$ cat config.mk
export PLATFORM = sky130hd
export DESIGN_NAME = pipeline_control_flat
export DESIGN_NICKNAME = d
export VERILOG_FILES = /design/src/rtl/pipeline_control_if.sv /design/src/rtl/pipeline_control.sv /design/src/flat_wrapper.sv
export SDC_FILE = /design/constraint.sdc
export NUM_CORES = 1
export LEC_CHECK = 0
export BUFFER_PORTS_ARGS = -buffer_cell sky130_fd_sc_hd__buf_2
export CORE_MARGIN = 10
export CORE_UTILIZATION = 50
export CTS_CLUSTER_SIZE = 24
export DETAILED_ROUTE_END_ITERATION = 8
export PLACE_DENSITY = 0.87
export SLEW_MARGIN = 20
export SYNTH_ARGS = -nofsm -noshare
export SYNTH_HDL_FRONTEND = slang
export SYNTH_SLANG_ARGS = --single-unit
$ cat constraint.sdc
create_clock -name clk -period 2.8 [get_ports clk]
set_input_delay 0.56 -clock clk [delete_from_list [all_inputs] [get_ports clk]]
set_output_delay 0.56 -clock clk [all_outputs]
set_load 0.03 [all_outputs]
$ cat src/rtl/pipeline_control_if.sv
// Control bundle between the fetch/hazard side and the pipeline controller.
// It carries the fetch handshake, the stage occupancy flags, the enables and the counters.
interface pipeline_control_if #(
   parameter int CNT_W = 32
);
   logic             i_valid;
   logic             i_ready;
   logic             hazard;
   logic             jmp;
   logic             mem_busy;
   logic             f_valid;
   logic             d_valid;
   logic             e_valid;
   logic             f_en;
   logic             d_en;
   logic             pc_load;
   logic             stall;
   logic             retire;
   logic [CNT_W-1:0] stall_cnt;
   logic [CNT_W-1:0] retire_cnt;

   modport master (
      output i_valid, hazard, jmp, mem_busy,
      input  i_ready, f_valid, d_valid, e_valid, f_en, d_en,
             pc_load, stall, retire, stall_cnt, retire_cnt
   );

   modport slave (
      input  i_valid, hazard, jmp, mem_busy,
      output i_ready, f_valid, d_valid, e_valid, f_en, d_en,
             pc_load, stall, retire, stall_cnt, retire_cnt
   );
endinterface

$ cat src/rtl/pipeline_control.sv
// Three-stage F/D/E pipeline controller: flush on taken jump, freeze on memory wait,
// bubble on hazard, and a REFILL window that discards fetches after a flush.
module pipeline_control #(
   parameter int REFILL_CYC = 1,
   parameter int CNT_W      = 32
) (
   input  logic               clk,
   input  logic               rst,
   pipeline_control_if.slave  bus
);

   typedef enum logic {RUN, REFILL} state_t;

   state_t           state_q, state_d;
   logic [3:0]       rcnt_q, rcnt_d;
   logic             f_q, f_d, d_q, d_d, e_q, e_d;
   logic [CNT_W-1:0] stall_cnt_q, retire_cnt_q;

   logic pc_load, i_ready, f_en, d_en, stall, retire;

   // Priority: refill window, flush, memory freeze, hazard bubble, advance.
   always_comb begin
      pc_load = 1'b0;
      i_ready = 1'b0;
      f_en    = 1'b0;
      d_en    = 1'b0;
      stall   = 1'b0;
      retire  = 1'b0;
      state_d = state_q;
      rcnt_d  = rcnt_q;
      f_d     = f_q;
      d_d     = d_q;
      e_d     = e_q;
      if (state_q == REFILL) begin
         i_ready = 1'b1;
         stall   = 1'b1;
         f_d     = 1'b0;
         d_d     = 1'b0;
         e_d     = 1'b0;
         rcnt_d  = rcnt_q - 4'd1;
         if (rcnt_q == 4'd1) state_d = RUN;
      end else if (e_q && bus.jmp && !bus.mem_busy) begin
         pc_load = 1'b1;
         retire  = 1'b1;
         f_d     = 1'b0;
         d_d     = 1'b0;
         e_d     = 1'b0;
         state_d = REFILL;
         rcnt_d  = 4'(REFILL_CYC);
      end else if (e_q && bus.mem_busy) begin
         stall = 1'b1;
      end else if (bus.hazard) begin
         stall  = 1'b1;
         retire = e_q;
         e_d    = 1'b0;
      end else begin
         i_ready = 1'b1;
         f_en    = 1'b1;
         d_en    = 1'b1;
         retire  = e_q;
         e_d     = d_q;
         d_d     = f_q;
         f_d     = bus.i_valid;
      end
   end

   always_ff @(posedge clk or negedge rst) begin
      if (!rst) begin
         state_q      <= RUN;
         rcnt_q       <= 4'd0;
         f_q          <= 1'b0;
         d_q          <= 1'b0;
         e_q          <= 1'b0;
         stall_cnt_q  <= '0;
         retire_cnt_q <= '0;
      end else begin
         state_q      <= state_d;
         rcnt_q       <= rcnt_d;
         f_q          <= f_d;
         d_q          <= d_d;
         e_q          <= e_d;
         stall_cnt_q  <= stall_cnt_q + CNT_W'(stall);
         retire_cnt_q <= retire_cnt_q + CNT_W'(retire);
      end
   end

   assign bus.pc_load    = pc_load;
   assign bus.i_ready    = i_ready;
   assign bus.f_en       = f_en;
   assign bus.d_en       = d_en;
   assign bus.stall      = stall;
   assign bus.retire     = retire;
   assign bus.f_valid    = f_q;
   assign bus.d_valid    = d_q;
   assign bus.e_valid    = e_q;
   assign bus.stall_cnt  = stall_cnt_q;
   assign bus.retire_cnt = retire_cnt_q;

endmodule

$ cat src/flat_wrapper.sv
// flat-port wrapper written by rule: the top's interface ports become plain ports
module pipeline_control_flat 
#(
   parameter int REFILL_CYC = 1,
   parameter int CNT_W      = 32
)
  (clk, rst, bus_i_valid, bus_hazard, bus_jmp, bus_mem_busy, bus_i_ready, bus_f_valid, bus_d_valid, bus_e_valid, bus_f_en, bus_d_en, bus_pc_load, bus_stall, bus_retire, bus_stall_cnt, bus_retire_cnt);
  pipeline_control_if #(.CNT_W(CNT_W)) bus_i ();
  input  logic clk;
  input  logic rst;
  input wire logic [$bits(bus_i.i_valid)-1:0] bus_i_valid;
  input wire logic [$bits(bus_i.hazard)-1:0] bus_hazard;
  input wire logic [$bits(bus_i.jmp)-1:0] bus_jmp;
  input wire logic [$bits(bus_i.mem_busy)-1:0] bus_mem_busy;
  output wire logic [$bits(bus_i.i_ready)-1:0] bus_i_ready;
  output wire logic [$bits(bus_i.f_valid)-1:0] bus_f_valid;
  output wire logic [$bits(bus_i.d_valid)-1:0] bus_d_valid;
  output wire logic [$bits(bus_i.e_valid)-1:0] bus_e_valid;
  output wire logic [$bits(bus_i.f_en)-1:0] bus_f_en;
  output wire logic [$bits(bus_i.d_en)-1:0] bus_d_en;
  output wire logic [$bits(bus_i.pc_load)-1:0] bus_pc_load;
  output wire logic [$bits(bus_i.stall)-1:0] bus_stall;
  output wire logic [$bits(bus_i.retire)-1:0] bus_retire;
  output wire logic [$bits(bus_i.stall_cnt)-1:0] bus_stall_cnt;
  output wire logic [$bits(bus_i.retire_cnt)-1:0] bus_retire_cnt;
  assign bus_i.i_valid = bus_i_valid;
  assign bus_i.hazard = bus_hazard;
  assign bus_i.jmp = bus_jmp;
  assign bus_i.mem_busy = bus_mem_busy;
  assign bus_i_ready = bus_i.i_ready;
  assign bus_f_valid = bus_i.f_valid;
  assign bus_d_valid = bus_i.d_valid;
  assign bus_e_valid = bus_i.e_valid;
  assign bus_f_en = bus_i.f_en;
  assign bus_d_en = bus_i.d_en;
  assign bus_pc_load = bus_i.pc_load;
  assign bus_stall = bus_i.stall;
  assign bus_retire = bus_i.retire;
  assign bus_stall_cnt = bus_i.stall_cnt;
  assign bus_retire_cnt = bus_i.retire_cnt;
  pipeline_control #(.REFILL_CYC(REFILL_CYC), .CNT_W(CNT_W)) u_core (.clk(clk), .rst(rst), .bus(bus_i));
endmodule
==> metrics.txt <==
# fillers=~540; global-route wire length before repair=around 13 mm; Slew headroom=~50%; core region area=6390 um^2; CTS sink count=72; worst skew pair latency=0.33 ns; total track usage=15.0%; CTS tree=yes; total grt overflow=0; met3 Use GR=3.40%; Max VDD drop=0.000713 V; via count=2462; post-synthesis sequential area ratio=54.3%; vias in the first global route=~2500; M1 GR Usage=19.2%; DIE HEIGHT=101 um; share of layout cells above drive strength 1=27.9%; Layout Skew=0.0101 ns; crit path from=u_core.state_q; Critical Path Sink Type=flip-flop; proportion of netlist area held by the largest area contributor=54.3%; multi-input logic area=1440 um^2; deepest level of the CTS H-tree=3; Post-CTS Hold Buffers=0; Post-Syn Area=3320 um^2; worst-path cell chain=nor3b_2 -> ha_1 -> ha_1 -> and4_1 -> nor3b_1 -> nand4_1 -> xnor2_1; Syn Inst Count=between 200 and 300; hold crit path type=primary input to asynchronous set/reset pin; final setup vio count=0; Critical Path End=u_core.bus.retire_cnt[16]; CTS Root Cell=clkbuf_8; Worst path slowest cell=dfrtp_1; Storage cell area=1800 um^2; FF+latch count, synth=72; Worst EP required=3.02 ns; Netlist cell types=33; # diodes=0; clk slew on worst S/H paths=0.08 ns; Num CTS Buffers=9; detailed placement HPWL=5.58 mm; final WL=7.48 mm; CP arrival=2.54 ns; Rows=29; busiest grt layer=met2; postcts setup bufs=0; Port Buf Inserts=between 70 and 80; # IOs=79; Slew Limit Fails=0; total power=3070 uW; max-cap violation count=0; reg2reg setup slack=roughly 0.48 ns; fin crit period=2.32 ns; leakage power figure=0.00210 uW; Initial Util=52.0%; crit-path max cell delay=0.47 ns; Synth warnings=0; top cells by count, synth=72 x dfrtp_1, 41 x xnor2_1, 28 x nand2_1; reg2reg path depth=7; Synth area leader=dfrtp_1; kind of critical path=flip-flop to flip-flop; outcome=completed; Synth Net Count=308; nets@finish=between 300 and 400; met2 Track Usage GR=about a quarter; final-report hold violation count=0; Synth Flop Type=dfrtp_1; crit share post-route=82.9%; DIE AREA=roughly 10000 um^2; Starting DRT DRC Count=106; Vias per Instance=5.35; Fmax=0.431 GHz; setup TNS=0 ns; largest net degree at the start of global routing=41; Slew @ Worst Pin=0.750 ns; Post-route DRC=0; First-pass DRT Iterations=4; Most common cell on crit path=ha_1; top cells by area, synth=dfrtp_1 54%, xnor2_1 11%, xor2_1 5.5%; mean post-synth cell area=roughly 11 um^2; die extent in x=between 100 and 150 um; maximum root-to-sink buffer count=2; PD cells=757 nW/um^2; Post-synth EDFFs=0; GPL Wtd Cong=0.835; RSZ-0062 raised after global routing=false; R2R Path Start=u_core.state_q; initial antenna violation count=0; most instantiated library cell after synthesis=dfrtp_1; DR WL/cell=16.3 um; post-cts resize count=0; area grow syn2layout=22.4%; Worst setup SP type=flip-flop; Antenna Nets Post-Route=0; async set-reset flop share out of synthesis=100%; Reg-to-Reg End=u_core.bus.retire_cnt[16]; Crit Path Max Fanout=7
-- cells in the final DEF (no fill, tap or decap), types with 9 or more instances in the layout --
cell / n
nand2_1: 28
and3_1: 9
clkbuf_8: 9
inv_1: 11
buf_2: 78
xnor2_1: 41
nand4_1: 18
nor2_1: 10
nand3_1: 23
xor2_1: 21
dfrtp_1: 72
-- state kept, by name (all words and copies together) (netlist names) --
register,count
u_core.bus.d_valid,1
u_core.bus.e_valid,1
u_core.bus.f_valid,1
u_core.bus.retire_cnt,32
u_core.bus.stall_cnt,32
u_core.rcnt_q,4
u_core.state_q,1
-- how the worst min path moves through the flow --
stage / start / to / cells after the start
floorplan: rst / u_core.bus.d_valid / 0
global placement: u_core.bus.stall_cnt[31] / u_core.bus.stall_cnt[31] / 1
detailed placement: u_core.bus.stall_cnt[31] / u_core.bus.stall_cnt[31] / 1
CTS: rst / u_core.bus.retire_cnt[24] / 1
global route: rst / u_core.bus.retire_cnt[0] / 1
finish: rst / u_core.bus.retire_cnt[2] / 1
-- logic make-up after synthesis --
kind of cell             after synthesis  synth area share [%]
AO/OA/AOI/OAI                          8                  1.43
AND/OR/NAND/NOR                      125                  22.2
multiplexers                           2                 0.603
buffers and inverters                 19                  2.49
XOR/XNOR                              62                  16.4
adder cells (fa/ha/maj)                7                  2.64
flip-flops                            72                  54.3
-- through the flow --
step	cell area [um^2]	hold slack [ns]	instances	utilization [%]	setup WS [ns]
floorplan	3320	0.264	295	-	0.0208
global placement	3800	0.455	445	59.6	0.419
detailed placement	3800	0.456	445	59.6	0.317
CTS	4060	0.315	460	63.6	0.487
global route	4060	0.354	460	63.6	0.296
finish	4060	0.288	460	63.6	0.479
-- where the power goes --
| part | total, uW | internal, uW | switching (uW) |
|---|---|---|---|
| Clock | 1060 | 676 | 386 |
| Combinational | 688 | 220 | 468 |
| Sequential | 1320 | 1170 | 158 |
-- layout make-up --
class / count / share of cell area (%)
Clock inverter: 6 / 3.27
Sequential cell: 72 / 44.4
Tap cell: 77 / 2.37
Multi-Input combinational cell: 204 / 35.4
Clock buffer: 9 / 3.05
Timing Repair Buffer: 81 / 10.5
Inverter: 11 / 1.02
-- per-layer routing --
metal  routed length (um)  share of wire [%]
met5                    0                  0
met4                  134                1.8
met3                  406                5.4
met2                 3630                 49
met1                 3310                 44
-- worst max-delay path, delay by kind of cell (launching register included) --
family / cells / cell delay, ns
adders and majority gates: 2 / 0.44
and+or+nand+nor: 4 / 1.14
DFF: 1 / 0.47
xor gates and xnor gates: 1 / 0.15
Power figures use the tool's default switching activity.
